[src/rtl/btn_pkg.sv]
// Shared types and helpers for the push-button event front end.
package btn_pkg;

  typedef enum logic [1:0] {
    ST_IDLE,
    ST_PRESSED,
    ST_HELD,
    ST_REPEAT
  } btn_state_e;

  function automatic int BTN_ID_W(input int n);
    return (n > 1) ? $clog2(n) : 1;
  endfunction

endpackage

[src/rtl/btn_channel.sv]
// One button channel: synchroniser, debounce filter and hold/auto-repeat FSM.
module btn_channel
  import btn_pkg::*;
#(
  parameter int SYNC_STAGES     = 2,
  parameter int ACTIVE_LOW      = 0,
  parameter int DEBOUNCE_CYCLES = 4,
  parameter int LONG_CYCLES     = 16,
  parameter int REPEAT_CYCLES   = 0
) (
  input  logic clk,
  input  logic a_rst,
  input  logic s_rst,
  input  logic btn_raw,
  output logic btn_state,
  output logic press_pulse,
  output logic release_pulse,
  output logic long_pulse,
  output logic repeat_pulse
);

  localparam int DB_W     = (DEBOUNCE_CYCLES > 1) ? $clog2(DEBOUNCE_CYCLES) : 1;
  localparam int HOLD_MAX = (LONG_CYCLES > REPEAT_CYCLES) ? LONG_CYCLES : REPEAT_CYCLES;
  localparam int HOLD_W   = $clog2(HOLD_MAX + 1);

  localparam logic [DB_W-1:0]   DB_LAST   = DB_W'(DEBOUNCE_CYCLES - 1);
  localparam logic [HOLD_W-1:0] LONG_LAST = HOLD_W'(LONG_CYCLES - 1);
  localparam logic [HOLD_W-1:0] REP_LAST  = HOLD_W'((REPEAT_CYCLES > 0) ? REPEAT_CYCLES - 1 : 0);
  localparam logic              INV       = (ACTIVE_LOW != 0);

  logic [SYNC_STAGES-1:0] sync_pipe;
  logic                   sync_lvl;
  logic                   accept;
  logic [DB_W-1:0]        db_cnt;
  logic [HOLD_W-1:0]      hold_cnt;
  btn_state_e             fsm;

  assign sync_lvl = sync_pipe[SYNC_STAGES-1] ^ INV;
  assign accept   = (sync_lvl != btn_state) && (db_cnt == DB_LAST);

  // Stage: synchroniser and debounce filter
  always_ff @(posedge clk or posedge a_rst) begin
    if (a_rst) begin
      sync_pipe <= '0;
      db_cnt    <= '0;
      btn_state <= 1'b0;
    end else if (s_rst) begin
      sync_pipe <= '0;
      db_cnt    <= '0;
      btn_state <= 1'b0;
    end else begin
      sync_pipe <= {sync_pipe[SYNC_STAGES-2:0], btn_raw};
      if (sync_lvl == btn_state) begin
        db_cnt <= '0;
      end else if (accept) begin
        btn_state <= sync_lvl;
        db_cnt    <= '0;
      end else begin
        db_cnt <= db_cnt + DB_W'(1);
      end
    end
  end

  // Stage: hold FSM, strobes registered alongside the debounced level
  always_ff @(posedge clk or posedge a_rst) begin
    if (a_rst) begin
      fsm           <= ST_IDLE;
      hold_cnt      <= '0;
      press_pulse   <= 1'b0;
      release_pulse <= 1'b0;
      long_pulse    <= 1'b0;
      repeat_pulse  <= 1'b0;
    end else if (s_rst) begin
      fsm           <= ST_IDLE;
      hold_cnt      <= '0;
      press_pulse   <= 1'b0;
      release_pulse <= 1'b0;
      long_pulse    <= 1'b0;
      repeat_pulse  <= 1'b0;
    end else begin
      press_pulse   <= 1'b0;
      release_pulse <= 1'b0;
      long_pulse    <= 1'b0;
      repeat_pulse  <= 1'b0;
      if (accept && btn_state) begin
        release_pulse <= 1'b1;
        fsm           <= ST_IDLE;
        hold_cnt      <= '0;
      end else begin
        case (fsm)
          ST_IDLE: begin
            if (accept) begin
              press_pulse <= 1'b1;
              fsm         <= ST_PRESSED;
              hold_cnt    <= '0;
            end
          end
          ST_PRESSED: begin
            if (hold_cnt == LONG_LAST) begin
              long_pulse <= 1'b1;
              fsm        <= ST_HELD;
              hold_cnt   <= '0;
            end else begin
              hold_cnt <= hold_cnt + HOLD_W'(1);
            end
          end
          ST_HELD, ST_REPEAT: begin
            // HELD counts its first repeat cycle too, so the period starts at long_pulse
            if (REPEAT_CYCLES > 0) begin
              fsm <= ST_REPEAT;
              if (hold_cnt == REP_LAST) begin
                repeat_pulse <= 1'b1;
                hold_cnt     <= '0;
              end else begin
                hold_cnt <= hold_cnt + HOLD_W'(1);
              end
            end
          end
          default: begin
            fsm      <= ST_IDLE;
            hold_cnt <= '0;
          end
        endcase
      end
    end
  end

endmodule

[src/rtl/btn_event_unit.sv]
// Multi-channel button front end with a priority-encoded valid/ready press-event port.
module btn_event_unit
  import btn_pkg::*;
#(
  parameter int N_BTN           = 2,
  parameter int SYNC_STAGES     = 2,
  parameter int ACTIVE_LOW      = 0,
  parameter int DEBOUNCE_CYCLES = 4,
  parameter int LONG_CYCLES     = 16,
  parameter int REPEAT_CYCLES   = 0
) (
  input  logic                        clk,
  input  logic                        a_rst,
  input  logic                        s_rst,
  input  logic [N_BTN-1:0]            btn_raw,
  output logic [N_BTN-1:0]            btn_state,
  output logic [N_BTN-1:0]            press_pulse,
  output logic [N_BTN-1:0]            release_pulse,
  output logic [N_BTN-1:0]            long_pulse,
  output logic [N_BTN-1:0]            repeat_pulse,
  output logic                        event_valid,
  output logic [BTN_ID_W(N_BTN)-1:0]  event_id,
  input  logic                        event_ready
);

  localparam int ID_W = BTN_ID_W(N_BTN);

  logic [N_BTN-1:0] pend;
  logic [N_BTN-1:0] clr;

  for (genvar i = 0; i < N_BTN; i++) begin : g_ch
    btn_channel #(
      .SYNC_STAGES     (SYNC_STAGES),
      .ACTIVE_LOW      (ACTIVE_LOW),
      .DEBOUNCE_CYCLES (DEBOUNCE_CYCLES),
      .LONG_CYCLES     (LONG_CYCLES),
      .REPEAT_CYCLES   (REPEAT_CYCLES)
    ) u_ch (
      .clk           (clk),
      .a_rst         (a_rst),
      .s_rst         (s_rst),
      .btn_raw       (btn_raw[i]),
      .btn_state     (btn_state[i]),
      .press_pulse   (press_pulse[i]),
      .release_pulse (release_pulse[i]),
      .long_pulse    (long_pulse[i]),
      .repeat_pulse  (repeat_pulse[i])
    );
  end

  // Lowest pending index wins
  always_comb begin
    event_id = '0;
    for (int i = N_BTN - 1; i >= 0; i--) begin
      if (pend[i]) event_id = ID_W'(i);
    end
  end

  assign event_valid = |pend;
  assign clr         = (event_valid && event_ready) ? (N_BTN'(1) << event_id) : '0;

  // Stage: pending register; a coincident press re-sets the bit being accepted
  always_ff @(posedge clk or posedge a_rst) begin
    if (a_rst) begin
      pend <= '0;
    end else if (s_rst) begin
      pend <= '0;
    end else begin
      pend <= (pend & ~clr) | press_pulse;
    end
  end

endmodule

[config.mk]
export PLATFORM = sky130hd
export DESIGN_NAME = btn_event_unit
export DESIGN_NICKNAME = d
export VERILOG_FILES = /design/src/rtl/btn_pkg.sv /design/src/rtl/btn_channel.sv /design/src/rtl/btn_event_unit.sv
export SDC_FILE = /design/constraint.sdc
export NUM_CORES = 1
export LEC_CHECK = 0
export BUFFER_PORTS_ARGS = -buffer_cell sky130_fd_sc_hd__buf_4
export CELL_PAD_IN_SITES_DETAIL_PLACEMENT = 1
export CELL_PAD_IN_SITES_GLOBAL_PLACEMENT = 1
export CORE_MARGIN = 8
export CORE_UTILIZATION = 35
export DETAILED_ROUTE_END_ITERATION = 10
export PLACE_DENSITY = 0.72
export RECOVER_POWER = 50
export SYNTH_ARGS = -nofsm -noshare
export SYNTH_HDL_FRONTEND = slang
export SYNTH_SLANG_ARGS = --single-unit
[constraint.sdc]
create_clock -name clk -period 1.6 [get_ports clk]
set_input_delay 0.48 -clock clk [delete_from_list [all_inputs] [get_ports clk]]
set_output_delay 0.48 -clock clk [all_outputs]
set_load 0.005 [all_outputs]
# --- Yosys cells after proc, flatten, opt, wreduce, memory -nomap -nowiden ---
# Index checks and enable logic that the tools add are counted.
word_totals:
  reg_bits: 32
  rom_bits: 0
  out_inout_bits: 12
  latchBits: 0
  mem_bits_rw: 0
  input_bits: 6
  mem_count: 0
  elab_cells: 117
classes:
  n_shift: 1
  magnitude_cmp: 0
  n_mul: 0
  n_div: 0
  n_mux: 58
  addsub: 4
  reduce_logical: 18
  n_bitwise: 3
  eq_ne: 16
op_table:
  columns: ["op", "n"]
  rows:
  - ["$mux W5", 8]
  - ["$mux W2", 18]
  - ["$mux W1", 28]
  - ["$pmux W5 S2", 2]
  - ["$ne A4 B2 Y1 const B", 4]
  - ["$add A5 B1 Y5 const B", 2]
  - ["$eq A5 B4 Y1 const B", 2]
  - ["$pmux W2 S2", 2]
  - ["$reduce_and A2 Y1", 4]
  - ["$reduce_bool A4 Y1", 2]
  - ["$reduce_and A3 Y1", 2]
  - ["$logic_and A1 B1 Y1", 5]
  - ["$add A2 B1 Y2 const B", 2]
  - ["$eq A2 B1 Y1 const B", 2]
  - ["$eq A2 B2 Y1 const B", 2]
  - ["$logic_not A2 Y1", 2]
  - ["$ne A2 B2 Y1 const B", 2]
  - ["$reduce_bool A2 Y1", 2]
  - ["$and A2 B2 Y2", 1]
  - ["$eq A1 B1 Y1", 2]
  - ["$ne A1 B1 Y1", 2]
  - ["$not A2 Y2", 1]
  - ["$or A2 B2 Y2", 1]
  - ["$reduce_or A2 Y1", 1]
  - ["$shl A1 B1 Y2 const A", 1]

# --- Depth between registers and ports, before layout ---
# Gate-level depths: netlist (run 1).
logic_depth:
  ltp_word: 8
  depth_mapped: 5
  depth_no_buf: 5

# --- Cells and area by module ---
# From an unflattened synthesis (run 1), not the netlist that was laid out.
hier_totals:
  cells_unflattened: 131
  area_unflattened_um2: 1485.2
by_module_without_submodules:
  columns: ["module", "area_per_inst_um2", "seq_area_each_um2", "n_inst", "cells_per_inst"]
  rows:
  - ["btn_channel", 688.2, 375.4, 2, 60]
  - ["btn_event_unit", 108.9, 50.0, 1, 11]

# --- Worst setup path before layout (run 1) ---
# OpenSTA, ideal clock, no wires.
synth_path:
  path_kind: "register to register"
  startpoint: "register g_ch[1].u_ch.db_cnt[0]"
  endpoint: "register g_ch[1].u_ch.hold_cnt[0]"
  setup_time_ns: 0.066
  required_ns: 1.534
  arrival_time_ns: 1.467
  stages_incl_launch_ff: 5
  path_buffers: 0
  path_slack_ns: 0.067
  synth_period_minus_slack_ns: 1.533
  cell_sequence: "dfrtp_1 > ha_1 > and3b_1 > a2111oi_4 > mux2_2"
synth_via:
  elab_chain_cells: 5
  elab_cells_between_ends: 8
  cone_classes: "eq/ne (2); mux (2); reduce/logical (4)"
synth_rtl:
  columns: ["item", "line", "rtl"]
  rows:
  - ["from (decl)", "btn_channel.sv:34", "logic [DB_W-1:0] db_cnt;"]
  - ["from (signal assigned)", "btn_channel.sv:59", "db_cnt <= db_cnt + DB_W'(1);"]
  - ["$eq A2 B2 Y1 (*)", "btn_channel.sv:39", "assign accept = (sync_lvl != btn_state) && (db_cnt == DB_LAST);"]
  - ["$logic_and A1 B1 Y1 (*)", "btn_channel.sv:39", null]
  - ["$logic_and A1 B1 Y1", "btn_channel.sv:85", "if (accept && btn_state) begin"]
  - ["$ne A4 B2 Y1 (no line), or another cell as far along", null, null]
  - ["$reduce_and A2 Y1 (no line) or $mux W5 (tied branches)", null, null]
  - ["to (signal assigned)", "btn_channel.sv:104", "hold_cnt <= hold_cnt + HOLD_W'(1);"]
  - ["to (signal assigned)", "btn_channel.sv:115", "hold_cnt <= hold_cnt + HOLD_W'(1);"]
  - ["to (decl)", "btn_channel.sv:35", "logic [HOLD_W-1:0] hold_cnt;"]
# Every way passes the cells marked *; elsewhere a longest branch is shown, timed or not.
# A chain may end at the register's enable or synchronous reset.

# --- Worst setup path in the final report (run 1) ---
layout_path:
  startpoint: "register pend[0]"
  endpoint: "output event_valid"
layout_via:
  elab_chain_cells: 1
layout_rtl:
  columns: ["item", "line", "rtl"]
  rows:
  - ["from (decl)", "btn_event_unit.sv:28", "logic [N_BTN-1:0] pend;"]
  - ["from (signal assigned)", "btn_event_unit.sv:69", "pend <= (pend & ~clr) | press_pulse;"]
  - ["$reduce_or A2 Y1", "btn_event_unit.sv:59", "assign event_valid = |pend;"]
  - ["to (decl)", "btn_event_unit.sv:21", "output logic event_valid,"]
# No other way between the ends.

==> results of run 1 <==
==> through the flow <==
stage / utilization [%] / TNS, ps / hold slack (ps) / setup slack (ps) / power, W
6_report: 43.43 / 0 / 417.2 / 40.10 / 0.001548
5_1_grt: 43.43 / -13.96 / 434.6 / -13.96 / 0.001606
4_1_cts: 42.84 / 0 / 305.1 / 8.523 / 0.001564
3_5_place_dp: 39.99 / -73.69 / 439.5 / -39.88 / 0.0009020
3_3_place_gp: 39.99 / 0 / 428.4 / 22.85 / 0.0008991
2_1_floorplan: - / 0 / 416.3 / 67.32 / 0.0008761
==> sequential cells by signal, summed over array words and instances, names as in the netlist <==
register / count
g_ch.u_ch.btn_state: 2
g_ch.u_ch.db_cnt: 4
g_ch.u_ch.fsm: 4
g_ch.u_ch.hold_cnt: 10
g_ch.u_ch.long_pulse: 2
g_ch.u_ch.press_pulse: 2
g_ch.u_ch.release_pulse: 2
g_ch.u_ch.sync_pipe: 4
pend: 2
==> cells in the final DEF, fill, tap and decap left out, drive strengths merged, types with 2 or more instances in the layout <==
| cell | netlist | routed |
|---|---|---|
| a2111oi | 3 | 3 |
| a21oi | 7 | 7 |
| and3b | 2 | 2 |
| buf | 11 | 23 |
| clkbuf | 1 | 12 |
| conb | 1 | 2 |
| dfrtp | 32 | 32 |
| ha | 4 | 4 |
| inv | 7 | 7 |
| mux2i | 2 | 2 |
| nand2 | 5 | 5 |
| nand2b | 6 | 6 |
| nand3 | 7 | 7 |
| nor2 | 8 | 8 |
| nor2b | 7 | 7 |
| nor3 | 5 | 5 |
| nor4 | 2 | 2 |
| o21ai | 3 | 3 |
| or2 | 3 | 3 |
==> synthesized netlist by cell type, drive strengths merged (2+ instances only) <==
cell type / number / area share (%)
nor2: 8 / 2.0
nand2b: 6 / 2.5
ha: 4 / 3.3
inv: 7 / 1.7
nand3: 7 / 2.3
a21oi: 7 / 2.3
and3b: 2 / 1.1
nor3: 5 / 2.0
dfrtp: 32 / 53
buf: 11 / 5.2
or2: 3 / 1.4
o21ai: 3 / 0.98
nor4: 2 / 0.82
mux2i: 2 / 1.3
nand2: 5 / 1.2
a2111oi: 3 / 4.2
nor2b: 7 / 2.9
==> timing repair <==
action	in CTS	in global routing
setup endpoints to repair	6	8
resized for setup	3	7
gates cloned	0	0
setup buffers	2	1
hold buffers	0	0
hold endpoints to repair	0	0
pin swaps	1	7
==> worst register-to-register path: stages, from the launching register on <==
cell and delay, ps:
dfrtp_1 390, ha_2 190, and3b_2 230, buf_6 130, or2_4 250, o311ai_4 250
==> metal layers <==
metal / part of all wire (%) / vias to the layer above
met5: 0 / -
met4: 1.4 / 0
met3: 6.5 / 6
met2: 51 / 23
met1: 41 / 525
li1: - / 516
==> power by group <==
group	internal (W)	total, W	switching (W)
sequential	0.000816	0.000820	0.00000406
combinational	0.0000291	0.0000691	0.0000400
clock	0.000382	0.000659	0.000277
total	0.00123	0.00155	0.000321
==> cell families after synthesis <==
group / share of synthesized area, %
AOI/OAI and AO/OA: 12.31
adders and majority gates: 3.282
muxes: 2.051
xor gates and xnor gates: 0.5743
and+or+nand+nor: 21.82
DFF: 52.50
buffers and inverters: 7.218
other: 0.2459
==> worst max path at each step <==
stage	endpoint	cells past startpoint	slack [ps]
after global placement	g_ch[1].u_ch.hold_cnt[3]	4	20
after floorplan	g_ch[1].u_ch.hold_cnt[0]	4	70
after detailed placement	g_ch[1].u_ch.hold_cnt[3]	5	-40
after global routing	g_ch[0].u_ch.hold_cnt[4]	6	-10
final	event_valid	2	40
after CTS	g_ch[1].u_ch.hold_cnt[3]	5	9
==> area by class of cell <==
| class | count | area, um2 |
|---|---|---|
| inverters | 7 | 26.28 |
| multi-input cells | 86 | 659.4 |
| clock buffers | 7 | 96.34 |
| fillers | 473 | 2412 |
| repair buffers | 28 | 203.9 |
| flip-flops and latches | 32 | 800.8 |
| well taps | 52 | 65.06 |
==> results by group, run 1 <==
Setup path
  • RR Startpoint: g_ch[1].u_ch.db_cnt[0]
  • Largest delay share family, worst path: flip-flops
  • Largest stage delay, worst path: 370 ps
  • CP Cell Sequence: or2_2 -> buf_4
  • R2R Setup Slk: approximately 70 ps
  • Critical path origin: pend[0]
  • Worst Path Arrival: approximately 1100 ps
  • Critical Path Start Type: register
  • Worst reg2reg path depth: 5
  • Slowest CP cell: dfrtp_1
  • CP Class: register to output port
  • End of the worst register-to-register path: g_ch[1].u_ch.hold_cnt[3]
  • CP Buf/Inv Count: 1
  • Critical path fanouts, max: 2
  • Crit end category: output port
  • Worst Path Required: approximately 1100 ps

Synthesis
  • Syn avg cell area: about 11 um2
  • Post-synth EDFFs: 0
  • Sequential area share after synthesis: 52.50%
  • Yosys reg bits: 32
  • Post-synth ARST share: 100.0%
  • Synth Instances: 136
  • Mapped cell area: between 0.0015 and 0.002 mm2
  • Ys Warns: 0
  • Synth cell types: 46
  • Main synth FF type: dfrtp_1

Route
  • # DRC: 0
  • Drt pass-1 iters: 4
  • DR iter-0 viols: between 90 and 100
  • Vias: ~1,100
  • WL/cell: between 10 and 15 um
  • Vias/cell: 5.047
  • WL final: 3.164 mm
  • Antenna-violating nets left: 0

Power
  • Worst vdd ir: 0.3526 mV
  • Leak: roughly 0.86 nW
  • PwrDens: 835.9 mW/mm2

Global routing
  • Vias in the first global route: ~1,200
  • Global Route Usage Sum: approximately 10%
  • Routing usage on met1: between 10% and 20%
  • Met3 Track Usage GR: 3.829%
  • Grt met2 use: around 17%
  • First-pass GRT wire length: approximately 5.3 mm
  • Largest net degree at the start of global routing: 33
  • Most Used Layer, Global Route: met2
  • Gr ovfl total: 0
  • Initial antenna violation count: 0

Floorplanning
  • Horiz. Die Dim: between 80 and 90 um
  • Die area: 0.006726 mm2
  • IO Count: 18
  • Die height: 82.02 um
  • Std-Cell Rows: 24
  • Core ar.: roughly 0.0043 mm2
  • Initial Util: between 30 and 40%

Place
  • Port buffer count: 15
  • Number of instances in the placed design: around 200
  • Post-DP HPWL: 2.359 mm
  • DP Area: about 0.0017 mm2
  • Routability cong.: ~0.76

Final layout
  • Post-Layout Inst Area: 0.001852 mm2
  • Proportion of layout cells with a drive suffix above 1: a little under a third
  • NumNets Final: 170
  • # diodes: 0
  • Final Non-Filler Cells: 212
  • Layout Area Growth over Synthesis: 21.41%

STA
  • Final setup fails: 0
  • Final hold vios: 0
  • Crit path time final: around 1600 ps
  • Clk_skew: 2.776 ps
  • Achievable frequency: roughly 640 MHz
  • Worst slew pin tran: approximately 790 ps
  • Final Slew Violations: 0
  • Crit share post-route: a little over nine tenths
  • Slew HR: a little under half

Status
  • Status: finished clean

Worst hold path
  • Worst min-delay path category: primary input to register
  • Hold_sp: btn_raw[0]
  • Hold path depth: 2
  • Hold Path Sink: g_ch[0].u_ch.sync_pipe[0]

Clock network
  • H-tree Lvls: 2
  • CTS Sinks: 32
  • CTS tree: built
  • CTS Buffer Depth: 2
  • CTS Buf Count: 5
  • Clock-pin slew on the worst setup and hold paths: about 60 ps
  • CTS root buf: clkbuf_8
  • Clk_lat worst skew: around 280 ps

Run
  • Max-Cap Viols: 0
Note: power is estimated with default switching activity, not from simulation.
==> run 2: changes to the inputs <==
--- a/config.mk
+++ b/config.mk
@@ -8,11 +8,11 @@
 export BUFFER_PORTS_ARGS = -buffer_cell sky130_fd_sc_hd__buf_4
 export CELL_PAD_IN_SITES_DETAIL_PLACEMENT = 1
 export CELL_PAD_IN_SITES_GLOBAL_PLACEMENT = 1
-export CORE_MARGIN = 8
 export CORE_UTILIZATION = 35
 export DETAILED_ROUTE_END_ITERATION = 10
 export PLACE_DENSITY = 0.72
 export RECOVER_POWER = 50
+export SETUP_SLACK_MARGIN = 0.4
 export SYNTH_ARGS = -nofsm -noshare
 export SYNTH_HDL_FRONTEND = slang
 export SYNTH_SLANG_ARGS = --single-unit
==> constraint.sdc (replaced) <==
create_clock -name clk -period 1.6 [get_ports clk]
set_input_delay 0.08 -clock clk [delete_from_list [all_inputs] [get_ports clk]]
set_output_delay 0.08 -clock clk [all_outputs]
set_load 0.005 [all_outputs]
==> run 2 against run 1 <==
Effect of this change: critical path depth increased by 3; count of clock-buffer cells in the layout shrank 1; global-route usage up 7.7 points; final area grew 16%; worst hold slack got worse by 410 ps; first-iteration DRC count decreased by 42%; combinational power up 20%; register-to-register slack worse by 40 ps; setup slack lost 14 ps; critical endpoint is now g_ch[1].u_ch.hold_cnt[1].
==> results by group, run 2 (same netlist as run 1, synthesis figures left out) <==
Status
  • Status: finished clean

STA
  • Final setup fails: 0
  • Clk_skew: between 7 and 8 ps
  • RSZ-0062 raised after global routing: true
  • Crit share post-route: between 90 and 100%
  • Worst slew pin tran: about 800 ps
  • Fin Hold WS: between 8 and 9 ps
  • Setup ws final: ~26 ps
  • Crit path time final: between 1500 and 2000 ps
  • Final Slew Violations: 0
  • Fin Setup TNS: 0 ps
  • Final hold vios: 0
  • Slew HR: a little under half
  • Achievable frequency: about 640 MHz

Route
  • WL/cell: approximately 18 um
  • WL final: between 4 and 5 mm
  • DR iter-0 viols: 57
  • Vias/cell: 5.169
  • Antenna-violating nets left: 0
  • Drt pass-1 iters: 4
  • # DRC: 0
  • Vias: between 1,000 and 1,500

Worst hold path
  • Worst min-delay path category: primary input to register
  • Hold path depth: 2
  • Hold_sp: btn_raw[1]

Floorplanning
  • Initial Util: 37.32%
  • Std-Cell Rows: 23
  • Horiz. Die Dim: a little under 70 um
  • Die area: approximately 0.0046 mm2
  • Core ar.: roughly 0.004 mm2
  • IO Count: 18
  • Die height: 68.02 um

Power
  • Total power: about 0.0017 W
  • Worst vdd ir: roughly 0.35 mV
  • PwrDens: between 700 and 800 mW/mm2
  • Leak: slightly below 1 nW

Clock network
  • CTS Buffer Depth: 2
  • CTS Buf Count: 5
  • H-tree Lvls: 2
  • Clock-pin slew on the worst setup and hold paths: about 70 ps
  • CTS Sinks: 32
  • Clk_lat worst skew: ~290 ps
  • CTS root buf: clkbuf_8
  • CTS tree: built

Setup path
  • CP Depth: 5
  • Largest stage delay, worst path: between 400 and 500 ps
  • Critical Path Start Type: register
  • Worst reg2reg path depth: 5
  • CP Class: register to register
  • Largest delay share family, worst path: compound AO/OA/AOI/OAI gates
  • Worst Path Required: ~1800 ps
  • Critical path origin: g_ch[1].u_ch.db_cnt[0]
  • CP Buf/Inv Count: 1
  • RR Startpoint: g_ch[1].u_ch.db_cnt[0]
  • Slowest CP cell: dfrtp_1
  • R2R Setup Slk: 30 ps
  • Worst Path Arrival: around 1800 ps
  • Critical path fanouts, max: 6
  • CP Cell Sequence: ha_4 -> and4bb_2 -> a2111oi_4 -> buf_6 -> a22o_1
  • Crit end category: register

Place
  • DP Worst Slack: -39.62 ps
  • Routability cong.: just under 0.8
  • Port buffer count: 15
  • Post-DP HPWL: ~2.1 mm

Global routing
  • Largest net degree at the start of global routing: 33
  • First-pass GRT wire length: approximately 6 mm
  • Global Route Usage Sum: 18.05%
  • Initial antenna violation count: 0
  • Vias in the first global route: 1,225
  • Gr ovfl total: 0

Final layout
  • Top reg by flops: g_ch.u_ch.hold_cnt
  • Layout Area Growth over Synthesis: 41.26%
  • Final core utilization: a little over half
  • Max reg flops: 10
  • NumNets Final: around 180
  • Commonest non-fill, non-tap cell in the layout: dfrtp_1
  • Proportion of layout cells with a drive suffix above 1: between 40 and 50%
  • # diodes: 0
  • Most frequent cells in the layout: dfrtp_1 (31), buf_4 (27), buf_6 (8), nor2b_1 (7)

Run
  • Max-Cap Viols: 0
## run 2: changes by cell type in the layout (fill, tap and decap cells not counted), moves of 3 or more
cell and change:
clkbuf_4 +3, buf_6 +7, ha_4 +3, nor3_2 +3
a21oi_1 -3, a21oi_2 +3, buf_4 +5, nor3_1 -3
## run 2: worst paths after layout
kind | to
worst max-delay path | g_ch[1].u_ch.hold_cnt[1]
worst min-delay path | g_ch[1].u_ch.sync_pipe[0]
worst max register to register | g_ch[1].u_ch.hold_cnt[1]
worst min register to register | g_ch[1].u_ch.long_pulse
max in group asynchronous | g_ch[1].u_ch.hold_cnt[1]
min in group asynchronous | g_ch[1].u_ch.hold_cnt[4]
## run 2: where the power goes
group / switching, W / total [W] / internal, W
Clock: 0.000303 / 0.000765 / 0.000462
Combinational: 0.0000474 / 0.0000826 / 0.0000352
Sequential: 0.00000488 / 0.000820 / 0.000815
## run 2: per-stage QoR
step                      instance area [um2]  instances
after floorplan                          1545        137
after global placement                   1659        193
after detailed placement                 1659        193
after CTS                                1984        217
after global routing                     2155        225
final                                    2155        225
## run 2: worst register-to-register path: cells and delay by family, from the launching register on
kind                       cells  cell delay, ps
AOI/OAI and AO/OA              2             460
buffers and inverters          1             190
DFF                            1             420
and+or+nand+nor                1             240
adders and majority gates      1             190
## run 2: what timing repair did
action	in CTS	in global routing
setup endpoints to repair	19	22
hold buffers	1	0
pin swaps	14	10
resized for setup	21	23
buffers inserted	15	8
hold endpoints to repair	32	0
## run 2: layout make-up
cell class | instances | area, um2
Inverter | 7 | 26.28
Multi-Input combinational cell | 86 | 810.8
Timing Repair Buffer | 42 | 345.3
Clock buffer | 6 | 72.57
Tap cell | 50 | 62.56
Fill cell | 443 | 1932
Clock inverter | 2 | 35.03
Sequential cell | 32 | 802.0
## run 2: routing by layer
layer  share of wire [%]  GRT usage (%)  vias to the layer above
met5                   0              0                        -
met4                 1.6          7.813                        0
met3                 2.9          4.333                        8
met2                  53          31.37                       22
met1                  43          20.90                      590
li1                    -              -                      543
==> run 3: changes to the inputs <==
--- a/config.mk
+++ b/config.mk
@@ -6,11 +6,9 @@
 export NUM_CORES = 1
 export LEC_CHECK = 0
 export BUFFER_PORTS_ARGS = -buffer_cell sky130_fd_sc_hd__buf_4
-export CELL_PAD_IN_SITES_DETAIL_PLACEMENT = 1
-export CELL_PAD_IN_SITES_GLOBAL_PLACEMENT = 1
-export CORE_UTILIZATION = 35
+export CORE_UTILIZATION = 25
 export DETAILED_ROUTE_END_ITERATION = 10
-export PLACE_DENSITY = 0.72
+export PLACE_DENSITY = 0.49
 export RECOVER_POWER = 50
 export SETUP_SLACK_MARGIN = 0.4
 export SYNTH_ARGS = -nofsm -noshare
==> run 3 against run 2 <==
Effect of this change: setup slack better by 75 ps; critical path type unchanged; highest routed layer unchanged; die area up 39%; via count down 7.1%; power down 9.1%.
==> results by group, run 3 (same netlist as run 1, synthesis figures left out) <==
Clock network
  • Clock-pin slew on the worst setup and hold paths: 60 ps
  • H-tree Lvls: 2
  • Clk_lat worst skew: 280 ps
  • CTS tree: built
  • CTS Buffer Depth: 2
  • CTS Buf Count: 5
  • CTS Sinks: 32
  • CTS root buf: clkbuf_8

Floorplanning
  • Die height: 80.11 um
  • Horiz. Die Dim: approximately 80 um
  • Core ar.: slightly below 0.006 mm2
  • IO Count: 18
  • Initial Util: approximately a quarter
  • Std-Cell Rows: 28
  • Die area: 0.006417 mm2

Place
  • Port buffer count: 15
  • Routability cong.: about 0.74
  • Post-DP HPWL: 1.872 mm
  • DP Worst Slack: -1.602 ps
  • DP Area: 0.001683 mm2

STA
  • Final Slew Violations: 0
  • Crit path time final: ~1500 ps
  • Final hold vios: 0
  • Setup ws final: 100.9 ps
  • Achievable frequency: 667.1 MHz
  • RSZ-0062 raised after global routing: true
  • Clk_skew: about 5.3 ps
  • Crit share post-route: between 90% and 100%
  • Slew HR: 47.82%
  • Final setup fails: 0
  • Worst slew pin tran: roughly 780 ps

Route
  • # DRC: 0
  • DR iter-0 viols: between 80 and 90
  • Vias/cell: 4.581
  • Antenna-violating nets left: 0
  • Vias: about 1,100
  • Drt pass-1 iters: 4
  • WL final: just under 3 mm
  • WL/cell: between 10 and 15 um

Power
  • Sequential share of power: ~54%
  • Sw Share: 21.19%
  • PwrDens: 780.5 mW/mm2
  • Worst vdd ir: 0.2857 mV
  • Internal power: approximately 0.0012 W
  • Sw power: ~0.00032 W
  • Clock network fraction of total power: a little over 40%
  • Combinational fraction of design power: under 10%
  • Leak: about 0.86 nW

Run
  • Max-Cap Viols: 0

Final layout
  • Fill count: approximately 600
  • Max reg flops: 10
  • Proportion of layout cells with a drive suffix above 1: 36.65%
  • NumNets Final: 170
  • Layout Area Growth over Synthesis: 27.32%
  • Post-Layout Inst Area: ~0.002 mm2
  • Final core utilization: approximately 33%
  • Commonest non-fill, non-tap cell in the layout: dfrtp_1
  • Most frequent cells in the layout: dfrtp_1 (32), buf_4 (22), nor2_1 (8), a21oi_1 (7), nor2b_1 (7)
  • # diodes: 0
  • Top reg by flops: g_ch.u_ch.hold_cnt

Global routing
  • First-pass GRT wire length: between 4 and 5 mm
  • Vias in the first global route: 1,054
  • Gr ovfl total: 0
  • Largest net degree at the start of global routing: 33
  • Global Route Usage Sum: 9.528%
  • Initial antenna violation count: 0

Setup path
  • CP Class: register to register
  • Crit end category: register
  • Critical path fanouts, max: 6
  • Critical Path Start Type: register
  • Worst reg2reg path depth: 6
  • Worst Path Arrival: ~1700 ps
  • Worst Path Required: roughly 1800 ps

Worst hold path
  • Hold path depth: 2
  • Worst min-delay path category: primary input to register

Status
  • Status: finished clean
run 3: cell types whose count changed in the layout (fill, tap and decap cells not counted), sizes merged:
| cell | change |
|---|---|
| buf | -13 |
| bufinv | -1 |
| clkbuf | +1 |
| clkinv | -1 |
run 3: path summary, 6_finish.rpt:
path	from	slack, ps	to
min in group asynchronous	a_rst	580	g_ch[0].u_ch.hold_cnt[1]
worst max-delay path	g_ch[1].u_ch.db_cnt[0]	100	g_ch[1].u_ch.hold_cnt[3]
max in group asynchronous	a_rst	520	g_ch[1].u_ch.db_cnt[0]
worst min-delay path	btn_raw[0]	20	g_ch[0].u_ch.sync_pipe[0]
worst max register to register	g_ch[1].u_ch.db_cnt[0]	100	g_ch[1].u_ch.hold_cnt[3]
worst min register to register	g_ch[1].u_ch.sync_pipe[0]	460	g_ch[1].u_ch.sync_pipe[1]
run 3: critical path: stages (launching register included):
cell       delay (ps)
dfrtp_1           420
ha_4              180
and4bb_2          230
a2111oi_4         260
buf_4             200
nand2_2            50
o311ai_2           60
run 3: area by class of cell:
class                      count  area, um2  area share, %
sequential                    32      800.8          41.24
multi-input combinational     86      724.4          37.31
timing repair buffer          28      206.4          10.63
tap                           75      93.84          4.832
clock buffer                   8      90.09          4.639
inverter                       7      26.28          1.353
run 3: metrics by stage:
step	setup TNS, ps	power, W	hold slack (ps)	instances
after floorplan	0	0.0008767	196.2	137
after global placement	0	0.0008934	190.5	217
after detailed placement	-1.602	0.0008961	208.2	217
after CTS	0	0.001539	16.08	234
after global routing	0	0.001577	36.26	236
final	0	0.001516	20.33	236
run 3: power groups by stage:
stage	Clock [W]	Combinational (W)	Sequential (W)
floorplan	0	0.0000436	0.000833
global placement	0	0.0000598	0.000834
detailed placement	0	0.0000622	0.000834
CTS	0.000652	0.0000681	0.000820
global route	0.000678	0.0000792	0.000820
finish	0.000626	0.0000701	0.000820
run 3: what timing repair did:
item                       in CTS  in global routing
hold buffers                    1                  0
gates resized for setup        10                  8
cloned                          0                  0
buffers inserted                8                  2
pin swaps                       9                  9
setup endpoints to repair      16                 16
hold endpoints to repair       32                  0
run 3: per-layer routing:
layer / global-route usage, % / vias to the layer above / share of wire [%]
li1: - / 514 / -
met5: 0 / - / 0
met1: 10.67 / 533 / 43
met2: 16.07 / 29 / 50
met3: 3.068 / 5 / 4.5
met4: 5.000 / 0 / 2.0
